File: src/rtl/spi_slave_frame_pkg.sv
// -----------------------------------------------------------------------------
// spi_slave_frame_pkg
//   Shared definitions for the SPI slave frame receiver/transmitter:
//   FSM state encoding, byte width and a small shift helper.
// -----------------------------------------------------------------------------
package spi_slave_frame_pkg;

  localparam int SPI_BYTE_W = 8;

  typedef enum logic [1:0] {
    ST_IDLE  = 2'd0,
    ST_SHIFT = 2'd1,
    ST_DRAIN = 2'd2
  } spi_state_e;

  // Shift one serial bit into the LSB end of a byte, MSB falls off.
  function automatic logic [SPI_BYTE_W-1:0] shift_in(input logic [SPI_BYTE_W-1:0] sr,
                                                     input logic                  bit_in);
    return {sr[SPI_BYTE_W-2:0], bit_in};
  endfunction

endpackage

File: src/rtl/spi_slave_frame_shift8.sv
// -----------------------------------------------------------------------------
// spi_shift8
//   8-bit shift register with parallel load, serial input at the LSB and the
//   MSB exposed as serial output. Load has priority over shift.
// Ports:
//   clk, rst     clock, asynchronous active-high reset (register clears to 0)
//   load         parallel load strobe, load_data captured
//   load_data    byte to load
//   shift        shift strobe, sin enters at bit 0
//   sin          serial input bit
//   q            full register contents
//   msb          q[7], serial output
// -----------------------------------------------------------------------------
module spi_shift8
  import spi_slave_frame_pkg::*;
(
  input  logic                  clk,
  input  logic                  rst,
  input  logic                  load,
  input  logic [SPI_BYTE_W-1:0] load_data,
  input  logic                  shift,
  input  logic                  sin,
  output logic [SPI_BYTE_W-1:0] q,
  output logic                  msb
);

  logic [SPI_BYTE_W-1:0] sr_q;
  logic [SPI_BYTE_W-1:0] sr_d;

  // Next-value selection: load wins over shift, otherwise hold.
  always_comb begin
    sr_d = sr_q;
    if (load) begin
      sr_d = load_data;
    end else if (shift) begin
      sr_d = shift_in(sr_q, sin);
    end else begin
      sr_d = sr_q;
    end
  end

  // Shift register state.
  always_ff @(posedge clk or posedge rst) begin
    if (rst) begin
      sr_q <= {SPI_BYTE_W{1'b0}};
    end else begin
      sr_q <= sr_d;
    end
  end

  assign q   = sr_q;
  assign msb = sr_q[SPI_BYTE_W-1];

endmodule

File: src/rtl/spi_slave_frame.sv
// -----------------------------------------------------------------------------
// spi_slave_frame
//   Synchronous SPI slave (SCLK == clk while spi_cs_n is low). Receives MOSI
//   MSB-first into bytes tagged with their frame position, transmits a byte
//   stream on MISO, and flags truncated and over-long frames.
// Ports:
//   clk, rst            clock, asynchronous active-high reset
//   spi_cs_n, spi_mosi  chip select (active low) and serial data from master
//   spi_miso            serial data to master (TX shifter MSB)
//   tx_data / tx_take   next TX byte, and pulse when it was loaded
//   rx_data/first/index last received byte, command-byte flag, byte position
//   rx_valid            pulse when the rx_* outputs were updated
//   frame_start/end     frame boundary pulses
//   frame_err           with frame_end: frame ended mid-byte
//   frame_ovf           byte completed beyond MAX_BYTES
//   busy                FSM not idle
// -----------------------------------------------------------------------------
module spi_slave_frame
  import spi_slave_frame_pkg::*;
#(
  parameter int MAX_BYTES = 10,
  parameter int IDX_W     = 4
) (
  input  logic                  clk,
  input  logic                  rst,
  input  logic                  spi_cs_n,
  input  logic                  spi_mosi,
  output logic                  spi_miso,
  input  logic [SPI_BYTE_W-1:0] tx_data,
  output logic                  tx_take,
  output logic [SPI_BYTE_W-1:0] rx_data,
  output logic                  rx_valid,
  output logic                  rx_first,
  output logic [IDX_W-1:0]      rx_index,
  output logic                  frame_start,
  output logic                  frame_end,
  output logic                  frame_err,
  output logic                  frame_ovf,
  output logic                  busy
);

  localparam logic [IDX_W-1:0] MAX_CNT = IDX_W'(MAX_BYTES);

  spi_state_e            state_q, state_d;
  logic [2:0]            bit_cnt_q, bit_cnt_d;
  logic [IDX_W-1:0]      byte_cnt_q, byte_cnt_d;
  logic [SPI_BYTE_W-1:0] rx_data_q, rx_data_d;
  logic [IDX_W-1:0]      rx_index_q, rx_index_d;
  logic                  rx_first_q, rx_first_d;
  logic                  rx_valid_q, rx_valid_d;
  logic                  tx_take_q, tx_take_d;
  logic                  frame_start_q, frame_start_d;
  logic                  frame_end_q, frame_end_d;
  logic                  frame_err_q, frame_err_d;
  logic                  frame_ovf_q, frame_ovf_d;
  logic                  busy_q, busy_d;

  logic                  rx_shift_s;
  logic                  tx_shift_s;
  logic                  tx_load_s;
  logic [SPI_BYTE_W-1:0] rx_sr_s;
  logic [SPI_BYTE_W-1:0] tx_sr_s;
  logic                  rx_msb_s;
  logic                  tx_msb_s;

  spi_shift8 u_rx_sr (
    .clk       (clk),
    .rst       (rst),
    .load      (1'b0),
    .load_data ({SPI_BYTE_W{1'b0}}),
    .shift     (rx_shift_s),
    .sin       (spi_mosi),
    .q         (rx_sr_s),
    .msb       (rx_msb_s)
  );

  spi_shift8 u_tx_sr (
    .clk       (clk),
    .rst       (rst),
    .load      (tx_load_s),
    .load_data (tx_data),
    .shift     (tx_shift_s),
    .sin       (1'b0),
    .q         (tx_sr_s),
    .msb       (tx_msb_s)
  );

  // Next-state, counter and pulse logic for the frame FSM.
  always_comb begin
    state_d       = state_q;
    bit_cnt_d     = bit_cnt_q;
    byte_cnt_d    = byte_cnt_q;
    rx_data_d     = rx_data_q;
    rx_index_d    = rx_index_q;
    rx_first_d    = rx_first_q;
    rx_valid_d    = 1'b0;
    tx_take_d     = 1'b0;
    frame_start_d = 1'b0;
    frame_end_d   = 1'b0;
    frame_err_d   = 1'b0;
    frame_ovf_d   = 1'b0;
    rx_shift_s    = 1'b0;
    tx_shift_s    = 1'b0;
    tx_load_s     = 1'b0;

    case (state_q)
      ST_IDLE: begin
        if (!spi_cs_n) begin
          // First bit of the frame: the preloaded byte's MSB was just sampled.
          rx_shift_s    = 1'b1;
          tx_shift_s    = 1'b1;
          bit_cnt_d     = 3'd1;
          byte_cnt_d    = {IDX_W{1'b0}};
          frame_start_d = 1'b1;
          tx_take_d     = 1'b1;
          state_d       = ST_SHIFT;
        end else begin
          // Keep MISO bit 7 primed with whatever the source currently offers.
          tx_load_s = 1'b1;
        end
      end

      ST_SHIFT: begin
        if (!spi_cs_n) begin
          rx_shift_s = 1'b1;
          bit_cnt_d  = bit_cnt_q + 3'd1;
          if (bit_cnt_q == 3'd7) begin
            // Byte boundary: next TX byte must be in place before the next edge.
            tx_load_s = 1'b1;
            tx_take_d = 1'b1;
            if (byte_cnt_q == MAX_CNT) begin
              frame_ovf_d = 1'b1;
            end else begin
              rx_data_d  = shift_in(rx_sr_s, spi_mosi);
              rx_index_d = byte_cnt_q;
              rx_first_d = (byte_cnt_q == {IDX_W{1'b0}});
              rx_valid_d = 1'b1;
              byte_cnt_d = byte_cnt_q + {{(IDX_W-1){1'b0}}, 1'b1};
            end
          end else begin
            tx_shift_s = 1'b1;
          end
        end else begin
          // Frame over; reload TX so a back-to-back frame starts with fresh data.
          frame_end_d = 1'b1;
          frame_err_d = (bit_cnt_q != 3'd0);
          bit_cnt_d   = 3'd0;
          tx_load_s   = 1'b1;
          state_d     = ST_IDLE;
        end
      end

      ST_DRAIN: begin
        if (spi_cs_n) begin
          bit_cnt_d = 3'd0;
          tx_load_s = 1'b1;
          state_d   = ST_IDLE;
        end else begin
          state_d = ST_DRAIN;
        end
      end

      default: begin
        state_d = ST_DRAIN;
      end
    endcase

    // Registered so busy reads 0 during reset even though reset lands in DRAIN.
    busy_d = (state_d != ST_IDLE);
  end

  // FSM, counters and registered outputs.
  always_ff @(posedge clk or posedge rst) begin
    if (rst) begin
      state_q       <= ST_DRAIN;
      bit_cnt_q     <= 3'd0;
      byte_cnt_q    <= {IDX_W{1'b0}};
      rx_data_q     <= {SPI_BYTE_W{1'b0}};
      rx_index_q    <= {IDX_W{1'b0}};
      rx_first_q    <= 1'b0;
      rx_valid_q    <= 1'b0;
      tx_take_q     <= 1'b0;
      frame_start_q <= 1'b0;
      frame_end_q   <= 1'b0;
      frame_err_q   <= 1'b0;
      frame_ovf_q   <= 1'b0;
      busy_q        <= 1'b0;
    end else begin
      state_q       <= state_d;
      bit_cnt_q     <= bit_cnt_d;
      byte_cnt_q    <= byte_cnt_d;
      rx_data_q     <= rx_data_d;
      rx_index_q    <= rx_index_d;
      rx_first_q    <= rx_first_d;
      rx_valid_q    <= rx_valid_d;
      tx_take_q     <= tx_take_d;
      frame_start_q <= frame_start_d;
      frame_end_q   <= frame_end_d;
      frame_err_q   <= frame_err_d;
      frame_ovf_q   <= frame_ovf_d;
      busy_q        <= busy_d;
    end
  end

  assign spi_miso    = tx_msb_s;
  assign tx_take     = tx_take_q;
  assign rx_data     = rx_data_q;
  assign rx_valid    = rx_valid_q;
  assign rx_first    = rx_first_q;
  assign rx_index    = rx_index_q;
  assign frame_start = frame_start_q;
  assign frame_end   = frame_end_q;
  assign frame_err   = frame_err_q;
  assign frame_ovf   = frame_ovf_q;
  assign busy        = busy_q;

endmodule

File: config.mk
export PLATFORM = sky130hd
export DESIGN_NAME = spi_slave_frame
export DESIGN_NICKNAME = d
export VERILOG_FILES = /design/src/rtl/spi_slave_frame_pkg.sv /design/src/rtl/spi_slave_frame_shift8.sv /design/src/rtl/spi_slave_frame.sv
export SDC_FILE = /design/constraint.sdc
export NUM_CORES = 1
export LEC_CHECK = 0
export BUFFER_PORTS_ARGS = -buffer_cell sky130_fd_sc_hd__buf_2
export CAP_MARGIN = 5
export CORE_MARGIN = 3
export CORE_UTILIZATION = 45
export DETAILED_ROUTE_END_ITERATION = 8
export PLACE_DENSITY = 0.71
export SLEW_MARGIN = 30
export SYNTH_ARGS = -nofsm -noshare
export SYNTH_HDL_FRONTEND = slang
export SYNTH_HIERARCHICAL = 1
export SYNTH_SLANG_ARGS = --single-unit
export TNS_END_PERCENT = 5
File: constraint.sdc
create_clock -name clk -period 2.9 [get_ports clk]
set_clock_uncertainty 0.15 [all_clocks]
set_input_delay 0.29 -clock clk [delete_from_list [all_inputs] [get_ports clk]]
set_output_delay 0.29 -clock clk [all_outputs]
set_load 0.05 [all_outputs]
== After elaboration in Yosys (flattened, before gate mapping) ==
Index checks and enable logic that the tools add are counted.
Word-level totals
  output and inout port bits: 21
  flip-flop bits (word level): 44
  word-level logic and storage cells: 78
Cells by class
  add/subtract/negate cells: 2
  muxes and demuxes: 38
  bitwise gates (word level): 2
  reduce and logical (&&, ||, !) cells: 12
  equal/unequal tests: 9
Operators by type and width (count)
  $mux W1: 20
  $mux W4: 4
  $mux W8: 2
  $ne A2 B2 Y1 const B: 5
  $mux W3: 3
  $pmux W3 S3: 1
  $pmux W4 S2: 1
  $mux W2: 3
  $pmux W1 S2: 3
  $pmux W2 S3: 1
  $reduce_bool A2 Y1: 3
  $reduce_bool A3 Y1: 2
  $reduce_and A5 Y1: 1
  $add A4 B1 Y4 const B: 1
  $eq A4 B4 Y1 const B: 1
  $logic_not A4 Y1: 1
  $reduce_and A4 Y1: 1
  $reduce_or A2 Y1: 2
  $add A3 B1 Y3 const B: 1
  $eq A3 B3 Y1 const B: 1
  $reduce_and A3 Y1: 1
  $eq A2 B1 Y1 const B: 1
  $eq A2 B2 Y1 const B: 1
  $logic_not A2 Y1: 1
  $not A1 Y1: 2

== Depth between registers and ports, before layout ==
Gate-level depths: netlist (run 1).
  depth after elaboration: 6
  gate-level depth with buffers: 8
  mapped depth without buffers: 7

== By module ==
The synthesis (run 1) kept the hierarchy.
Modules (own cells, without submodules)
  spi_slave_frame: instances 1, cells each 127, area an instance 1505.2 sq um
  spi_shift8: instances 2, cells each 36, area an instance 384.1 sq um

== Least setup slack after synthesis (run 1) ==
OpenSTA, ideal clock, no wires.
  kind: reg-to-reg
  start point: register state_q[1]
  end point: register rx_data_q[1], in the netlist rx_data[1]
  stages on the path, launching flop included: 9
  arrival time: 1.775 ns
  clock period less this slack: 2.050 ns
  path buffers: 3
  setup slack: 0.850 ns
  setup time: 0.125 ns
  data required time: 2.625 ns
  cell sequence: dfstp_2 > inv_1 > ha_1 > buf_2 > nor2b_4 > and3_4 > buf_6 > buf_6 > mux2_4
On the way
  word-level cells in the longest chain between the ends: 2
RTL lines
  from (decl): line spi_slave_frame.sv:44  | spi_state_e state_q, state_d;
  from (signal assigned): line spi_slave_frame.sv:189  | state_q <= state_d;
  $eq A2 B1 Y1: line spi_slave_frame.sv:106  | case (state_q)
  $reduce_and A4 Y1 (no line)
  to (signal assigned): line spi_slave_frame.sv:178  | rx_data_q <= {SPI_BYTE_W{1'b0}};
  to (signal assigned): line spi_slave_frame.sv:192  | rx_data_q <= rx_data_d;
  to (decl): line spi_slave_frame.sv:47  | logic [SPI_BYTE_W-1:0] rx_data_q, rx_data_d;
No other way between the ends.
A chain may end at the register's enable or synchronous reset.

== Final worst setup path (run 1) ==
  start point: register state_q[0]
  end point: register u_tx_sr.sr_q[7], in the netlist u_tx_sr/q[7]
RTL lines
  $eq A2 B1 Y1 or $logic_not A2 Y1 (tied branches): line spi_slave_frame.sv:106
  $pmux W1 S2 *: line spi_slave_frame.sv:106
  named net tx_shift_s: line spi_slave_frame.sv:59  | logic tx_shift_s;
  $reduce_bool A2 Y1 (no line) *
  to (signal assigned): line spi_slave_frame_shift8.sv:45  | sr_q <= {SPI_BYTE_W{1'b0}};
  to (signal assigned): line spi_slave_frame_shift8.sv:47  | sr_q <= sr_d;
  to (decl): line spi_slave_frame_shift8.sv:27  | logic [SPI_BYTE_W-1:0] sr_q;
The timed path passes the listed nets; every way through them passes the cells marked *.

==> results of run 1 <==
-- through the flow --
stage                     hold slack, ns  util (%)  setup slack [ns]  instance area [µm²]  std cells
after floorplan                 -0.05660         -            0.8501                 2263        206
after detailed placement          0.1044     53.54            0.5829                 2444        296
after global placement            0.1086     53.45            0.6220                 2440        296
after CTS                        0.04202     56.20            0.5631                 2565        305
after global routing             0.06307     56.20            0.3690                 2565        305
final                            0.04884     56.20            0.5665                 2565        305
-- final cells by class --
type | instances | area, µm² | share of cell area, %
Sequential cell | 44 | 1102 | 42.98
Multi-Input combinational cell | 139 | 1032 | 40.24
Timing Repair Buffer | 35 | 185.2 | 7.220
Tap cell | 65 | 81.33 | 3.171
Clock buffer | 5 | 68.82 | 2.683
Inverter | 14 | 52.55 | 2.049
Clock inverter | 3 | 42.54 | 1.659
-- what timing repair did --
item,in CTS,in global routing
hold buffers,1,0
endpoints found under the hold margin,30,0
gates resized for setup,0,0
-- worst min path at each step --
stage                           from      endpoint  cells after the start  slack, ns
final                     tx_data[1]  u_tx_sr/q[1]                      3       0.05
after global routing      tx_data[4]  u_tx_sr/q[4]                      3       0.06
after CTS                 tx_data[5]  u_tx_sr/q[5]                      3       0.04
after detailed placement         rst  u_rx_sr/q[3]                      2       0.10
after global placement           rst  u_rx_sr/q[3]                      2       0.11
after floorplan                  rst  u_rx_sr/q[0]                      1      -0.06
-- where the power goes --
part	leakage [µW]	switching, µW	internal, µW
Sequential	0.000566	102	755
Clock	0.0000541	205	255
Combinational	0.000667	478	301
-- worst max-delay path: stages (launching register included) --
cell and delay, ns:
dfrtp_1 0.47, ha_1 0.43, a31oi_1 0.14, nor2_1 0.66, mux2i_1 0.28, o21ai_1 0.07
-- layer usage --
metal	vias to the layer above	wire [µm]	GRT usage [%]
li1	729	-	-
met1	678	1791	19.12
met2	24	1753	20.74
met3	8	133	3.546
met4	0	88	7.971
met5	-	0	0
-- cell usage in the layout, fill, tap and decap left out, types with 5 or more instances in the layout --
master,count
conb_1,14
nor2_1,6
mux2i_1,19
inv_1,14
o21ai_1,15
nand3_1,6
mux2_4,9
clkbuf_8,5
ha_1,13
nand2_1,21
dfrtp_1,43
buf_2,32
-- sequential cells by signal, summed over array words and instances (netlist names), 2 cells and up --
signal / count
rx_data: 8
u_tx_sr/q: 8
u_rx_sr/q: 7
byte_cnt_q: 4
rx_index: 4
bit_cnt_q: 3
state_q: 2
==> flow_summary.yaml, run 1 <==
timing:
  relSlewSlack_pct: 43.71
  setup_tns_ns: 0
  rsz0062_at_grt: "no"
  hold_viol: 0
  setup_viol: 0
  period_needed_ns: 2.333
  worst_pin_slew_ns: 0.8412
  slew_viol_final: 0
  post-route-period-util_pct: 80.46
  fmax_ghz: 0.4285
pwr:
  peakVddDrop_mv: 0.3411
  total_power_uw: 2095
  powerDensity_nw_per_um2: 816.9
  p_leak_uw: 0.001287
logic_synthesis:
  ys_warn_count: 6
  postSynthCellCount: 193
  syn_area_um2: 2215
  synth.avg_cell_area_um2: 11.47
flow_run:
  maxCapViolations: 0
global_route:
  grt_pass1_vias: 1391
  grt_pass1_wl_mm: 6.548
  antenna_found_initial: 0
  overflow: 0
  grt_max_degree: 18
  gr-usage-all-layers_pct: 14.16
cts:
  cts_buffers: 5
  clockBufferDepth: 2
  numClockSinks: 44
  worstSkewPairLatency_ns: 0.29
  clk_pin_slew_ns: 0.08
  cts_tree: "built"
  post_cts_buffers: 0
  h-tree-depth: 2
  root_buffer: "clkbuf_8"
placement:
  io_buffers: 32
  place_hpwl_mm: 2.751
  place_congestion: 0.7823
critical_path:
  cp-end-kind: "flop"
  crit_path_start: "state_q[0]"
  worstPathRequired_ns: 2.92
  worstRegToRegCells: 5
  path_max_fanout: 12
  r2r-end: "u_tx_sr/q[7]"
  cp-start-kind: "flop"
  reg2reg_from: "state_q[0]"
  crit_end: "u_tx_sr/q[7]"
  r2r_setup_slack_ns: 0.57
  crit_arrival_ns: 2.35
  critPathKind: "flop to flop"
cells_and_area:
  area_delta_synth_final_pct: 15.82
  n_fill_cell: 401
  nets: 264
  n_antenna_cell: 0
  drive_gt1_share_pct: 25.83
detailed_routing:
  via_count: 1439
  wl_per_cell_um: 12.35
  antenna_left: 0
  drtPass1Iterations: 4
  wl_mm: 3.766
  via_per_inst: 4.718
  drt_iter0_markers: 41
  drc: 0
die:
  design.core.area_um2: 4564
  fp-row-count: 24
  initial_core_util_pct: 48.52
  fp.dieH_um: 76.15
  die_w_um: 76.15
  die_area_um2: 5799
  io-pin-count: 33
hold_path:
  hold_path.class: "input port to flop"
run_status:
  status: "completed"
Power figures use the tool's default switching activity.
==> inputs of run 2 (changes only) <==
Settings changed: ABC_AREA set to 1.
Clock period 2.9 ns to 2.4 ns, I/O delays scaled along.
==> run 2 against run 1 <==
Setup slack worse by 0.29 ns. Largest power group unchanged. Cell area is 2.7% lower. Sequential power is 19% higher. Largest cell class unchanged. Synthesized cell count is 27% higher. Non-clock buffer count is 2 higher. Critical path type unchanged.
==> flow_summary.yaml, run 2 <==
cts:
  worstSkewPairLatency_ns: 0.29
  clockBufferDepth: 2
  cts_buffers: 5
  cts_resized: 0
  clk_pin_slew_ns: 0.08
  h-tree-depth: 2
  cts_tree: "built"
  root_buffer: "clkbuf_8"
  post_cts_buffers: 0
  numClockSinks: 44
timing:
  rsz0062_at_grt: "no"
  relSlewSlack_pct: 53.93
  fmax_ghz: 0.4710
  hold_viol: 0
  worst_pin_slew_ns: 0.6869
  post-route-period-util_pct: 88.47
  period_needed_ns: 2.123
  setup_tns_ns: 0
  setup_viol: 0
  slew_viol_final: 0
critical_path:
  critPathKind: "flop to flop"
  path_max_fanout: 8
  worstRegToRegCells: 7
  cp-start-kind: "flop"
  cp-end-kind: "flop"
  crit_arrival_ns: 2.15
  worstPathRequired_ns: 2.43
logic_synthesis:
  syn_area_um2: 2147
  ys_warn_count: 6
  postSynthCellCount: 246
  synth.avg_cell_area_um2: 8.728
die:
  initial_core_util_pct: 47.99
  fp.dieH_um: 75.08
  io-pin-count: 33
  design.core.area_um2: 4474
  die_w_um: 75.08
  fp-row-count: 24
  die_area_um2: 5636
placement:
  dpl_cell_area_um2: 2389
  io_buffers: 32
  place_hpwl_mm: 2.970
  place_congestion: 0.7849
cells_and_area:
  layout_common_cells: "84 x nand2_1, 43 x dfrtp_1, 36 x nand3_1"
  final_cell_area_um2: 2495
  area_delta_synth_final_pct: 16.20
  n_antenna_cell: 0
  final_common_cell: "nand2_1"
  nets: 318
  drive_gt1_share_pct: 19.80
global_route:
  gr-usage-all-layers_pct: 15.59
  grt_pass1_wl_mm: 6.789
  antenna_found_initial: 0
  grt_pass1_vias: 1544
  overflow: 0
  gr-usage-met1_pct: 21.30
  use_met2_pct: 24.08
  grt_use_met3_pct: 4.406
  grt.busiest_layer: "met2"
  grt_max_degree: 25
flow_run:
  maxCapViolations: 0
detailed_routing:
  antenna_left: 0
  wl_per_cell_um: 11.43
  via_per_inst: 4.864
  drt_iter0_markers: 114
  wl_mm: 3.942
  via_count: 1678
  drtPass1Iterations: 4
  drc: 0
hold_path:
  worst_hold_path.num_cells: 3
  hold_path.class: "input port to flop"
pwr:
  p_leak_uw: 0.001350
  powerDensity_nw_per_um2: 942.0
  peakVddDrop_mv: 0.3798
run_status:
  status: "completed"
-- run 2: final timing paths --
check	startpoint	to	slack (ns)
max	state_q[1]	u_tx_sr/q[7]	0.28
min	spi_mosi	rx_data[0]	0.009
max reg2reg	state_q[1]	u_tx_sr/q[7]	0.28
min reg2reg	rx_data[7]	rx_data[7]	0.32
max in group asynchronous	rst	state_q[1]	1.23
min in group asynchronous	rst	rx_data[4]	0.26
-- run 2: cell type report --
type	instances	area (µm²)
inverter	24	92.59
timing repair buffer	37	200.2
sequential	44	1102
clock buffer	7	96.34
fill	406	1979
tap	52	65.06
multi-input combinational	181	938.4
-- run 2: per-stage QoR --
step | power (µW) | instances | utilization [%] | hold WS, ns | setup WS, ns
finish | 2350 | 345 | 55.76 | 0.009370 | 0.2767
detailed placement | 1873 | 337 | 53.38 | 0.02586 | 0.2549
CTS | 2373 | 345 | 55.76 | 0.005989 | 0.2328
global route | 2535 | 345 | 55.76 | 0.02253 | 0.1106
global placement | 1850 | 337 | 53.27 | 0.02373 | 0.1170
floorplan | 1681 | 254 | - | -0.1066 | 0.6396
-- run 2: timing repair --
item,in CTS,in global routing
endpoints found under the setup margin,0,0
hold endpoints to repair,20,0
hold buffers,1,0
-- run 2: power breakdown --
part	leakage (µW)	internal [µW]	switching (µW)	total [µW]
clock	0.0000503	256	238	494
combinational	0.000727	267	570	837
sequential	0.000573	904	115	1020
-- run 2: per-layer routing --
| layer | vias up | share of wire [%] | routed length (µm) |
|---|---|---|---|
| met1 | 760 | 49 | 1948 |
| li1 | 874 | - | - |
| met4 | 0 | 1.2 | 46 |
| met2 | 39 | 44 | 1736 |
| met3 | 5 | 5.4 | 211 |
| met5 | - | 0 | 0 |
-- run 2: critical path, stage by stage, from the launching register on --
cell     delay, ns
dfstp_2       0.40
inv_1         0.10
ha_1          0.30
a22oi_1       0.14
a21oi_1       0.56
inv_2         0.17
nand3_1       0.12
nand3_1       0.08
==> inputs of run 3 (changes only) <==
Settings changed: PLACE_DENSITY 0.71 to 0.72, SYNTH_HIERARCHICAL 1 to not set.
==> run 3 against run 2 <==
Hold slack better by 0.014 ns. Via count is 8.7% lower. Synthesized cell count shrank 7.3%. Highest routed layer unchanged. Fmax is 13% higher. Critical endpoint is now byte_cnt_q[2]. Combinational power decreased by 1%. Non-clock buffer count fell by 3. Largest cell class unchanged. Critical path depth increased by 2. Global-route usage is 0.99 points lower.
==> flow_summary.yaml, run 3 <==
cts:
  numClockSinks: 44
  h-tree-depth: 2
  worstSkewPairLatency_ns: 0.29
  cts_buffers: 5
  root_buffer: "clkbuf_8"
  cts_tree: "built"
  clk_pin_slew_ns: 0.08
  clockBufferDepth: 2
detailed_routing:
  via_per_inst: 4.818
  antenna_left: 0
  drc: 0
  drtPass1Iterations: 4
  drt_iter0_markers: 88
  via_count: 1532
  wl_mm: 3.654
  wl_per_cell_um: 11.49
die:
  io-pin-count: 33
  design.core.area_um2: 4474
  fp.dieH_um: 74.81
  die_w_um: 74.81
  fp-row-count: 24
  die_area_um2: 5597
  initial_core_util_pct: 47.62
cells_and_area:
  n_antenna_cell: 0
  final_common_cell: "nand2_1"
  fin_util_pct: 54.19
  layout_common_cells: "54 x nand2_1, 43 x dfrtp_1, 32 x inv_1, 32 x buf_2, 17 x nor2_1"
  drive_gt1_share_pct: 24.06
  n_fill_cell: 412
  final_cell_area_um2: 2425
  area_delta_synth_final_pct: 13.80
  nets: 290
logic_synthesis:
  async_reset_ff_share_pct: 100.0
  yosysTopAreaCellShare_pct: 50.50
  ys_seq_area_share_pct: 51.73
  synthXorXnorAreaFrac_pct: 0.8221
  synth-simple-area-share_pct: 23.66
  yosysMostFrequentCell: "nand2_1"
  syn_area_um2: 2131
  synthMuxAreaShare_pct: 0
  yosys.area.top_type: "dfrtp_1"
  synth_area_leaders: "dfrtp_1 50%, nand2_1 9.5%, ha_1 7.0%"
  synth.avg_cell_area_um2: 9.346
  postSynthCellCount: 228
  ys_warn_count: 0
  synth_top_family_by_area: "simple AND/OR/NAND/NOR gates"
  yosys_register_bits: 44
  synth_edf_count: 0
  synth_common_cells: "54 x nand2_1, 43 x dfrtp_1, 32 x inv_1"
  synthAdderAreaFrac_pct: 7.046
  synth-main-ff-cell: "dfrtp_1"
  ys_types: 26
  syn_nets: 252
  synth-compound-area-share_pct: 9.043
critical_path:
  worstRegToRegCells: 9
  cp-start-kind: "flop"
  cp-end-kind: "flop"
  crit_arrival_ns: 1.96
  path_max_fanout: 25
  worstPathRequired_ns: 2.48
  critPathKind: "flop to flop"
global_route:
  grt_pass1_vias: 1464
  antenna_found_initial: 0
  gr-usage-all-layers_pct: 14.61
  overflow: 0
  grt_pass1_wl_mm: 6.354
  grt_max_degree: 45
timing:
  period_needed_ns: 1.878
  hold_viol: 0
  worst_pin_slew_ns: 0.5392
  setup_viol: 0
  setup_tns_ns: 0
  post-route-period-util_pct: 78.27
  fmax_ghz: 0.5324
  relSlewSlack_pct: 64.05
  rsz0062_at_grt: "no"
  slew_viol_final: 0
placement:
  place_hpwl_mm: 2.696
  io_buffers: 32
  dpl_cell_area_um2: 2333
  place_congestion: 0.7893
hold_path:
  hold_path.class: "input port to flop"
  worst_hold_path.num_cells: 3
pwr:
  powerDensity_nw_per_um2: 927.8
  p_leak_uw: 0.001326
  peakVddDrop_mv: 0.3570
flow_run:
  maxCapViolations: 0
run_status:
  status: "completed"
run 3: critical path, stage by stage, from the launching register on:
cell,delay (ns)
dfstp_2,0.58
inv_1,0.07
ha_1,0.28
nand2_2,0.17
nor2_4,0.06
nand2_8,0.16
nand2_1,0.08
nand2_1,0.14
nand2_1,0.07
nand2_1,0.06
run 3: repair_timing:
action / CTS / global route
hold endpoints to repair: 43 / 0
gates resized for setup: 0 / 0
hold buffers: 1 / 0
setup buffers: 0 / 0
run 3: final timing paths:
check | start | to | slack (ns)
min | spi_mosi | rx_data[0] | 0.02
min reg2reg | rx_data[2] | rx_data[2] | 0.33
max in group asynchronous | rst | state_q[1] | 1.24
max reg2reg | state_q[1] | byte_cnt_q[2] | 0.52
max | state_q[1] | byte_cnt_q[2] | 0.52
min in group asynchronous | rst | u_tx_sr.q[1] | 0.48
run 3: stage by stage:
step / total power [µW] / setup WS (ns) / hold WS (ns) / cells
6_report: 2250 / 0.5216 / 0.02382 / 318
3_5_place_dp: 1834 / 0.5293 / 0.2669 / 310
4_1_cts: 2281 / 0.5085 / 0.01165 / 318
2_1_floorplan: 1657 / 0.7432 / 0.1774 / 228
3_3_place_gp: 1808 / 0.5701 / 0.2619 / 310
5_1_grt: 2426 / 0.3477 / 0.01813 / 318
run 3: layout make-up:
type,instances,area [µm²],area share (%)
Sequential cell,44,1102,45.46
Clock buffer,5,68.82,2.838
Inverter,35,133.9,5.521
Clock inverter,2,12.51,0.5160
Tap cell,52,65.06,2.683
Timing Repair Buffer,34,177.7,7.327
Multi-Input combinational cell,146,864.6,35.66
run 3: power by group:
part / internal (µW) / leakage [µW] / switching (µW)
Combinational: 243 / 0.000715 / 582
Sequential: 907 / 0.000571 / 83.8
Clock: 197 / 0.0000400 / 237
run 3: kinds of logic (layout without fill, tap and decap cells):
| group | after synthesis | after routing |
|---|---|---|
| xor gates and xnor gates | 2 | 2 |
| AOI/OAI and AO/OA | 30 | 30 |
| DFF | 44 | 44 |
| buffers and inverters | 38 | 76 |
| and+or+nand+nor | 102 | 102 |
| adders and majority gates | 12 | 12 |
run 3: layer usage:
layer | share of wire, % | wire (µm) | global-route usage (%)
met3 | 3.7 | 134 | 3.338
met5 | 0 | 0 | 0
met2 | 52 | 1884 | 24.98
met4 | 0.96 | 35 | 4.941
met1 | 44 | 1600 | 18.24
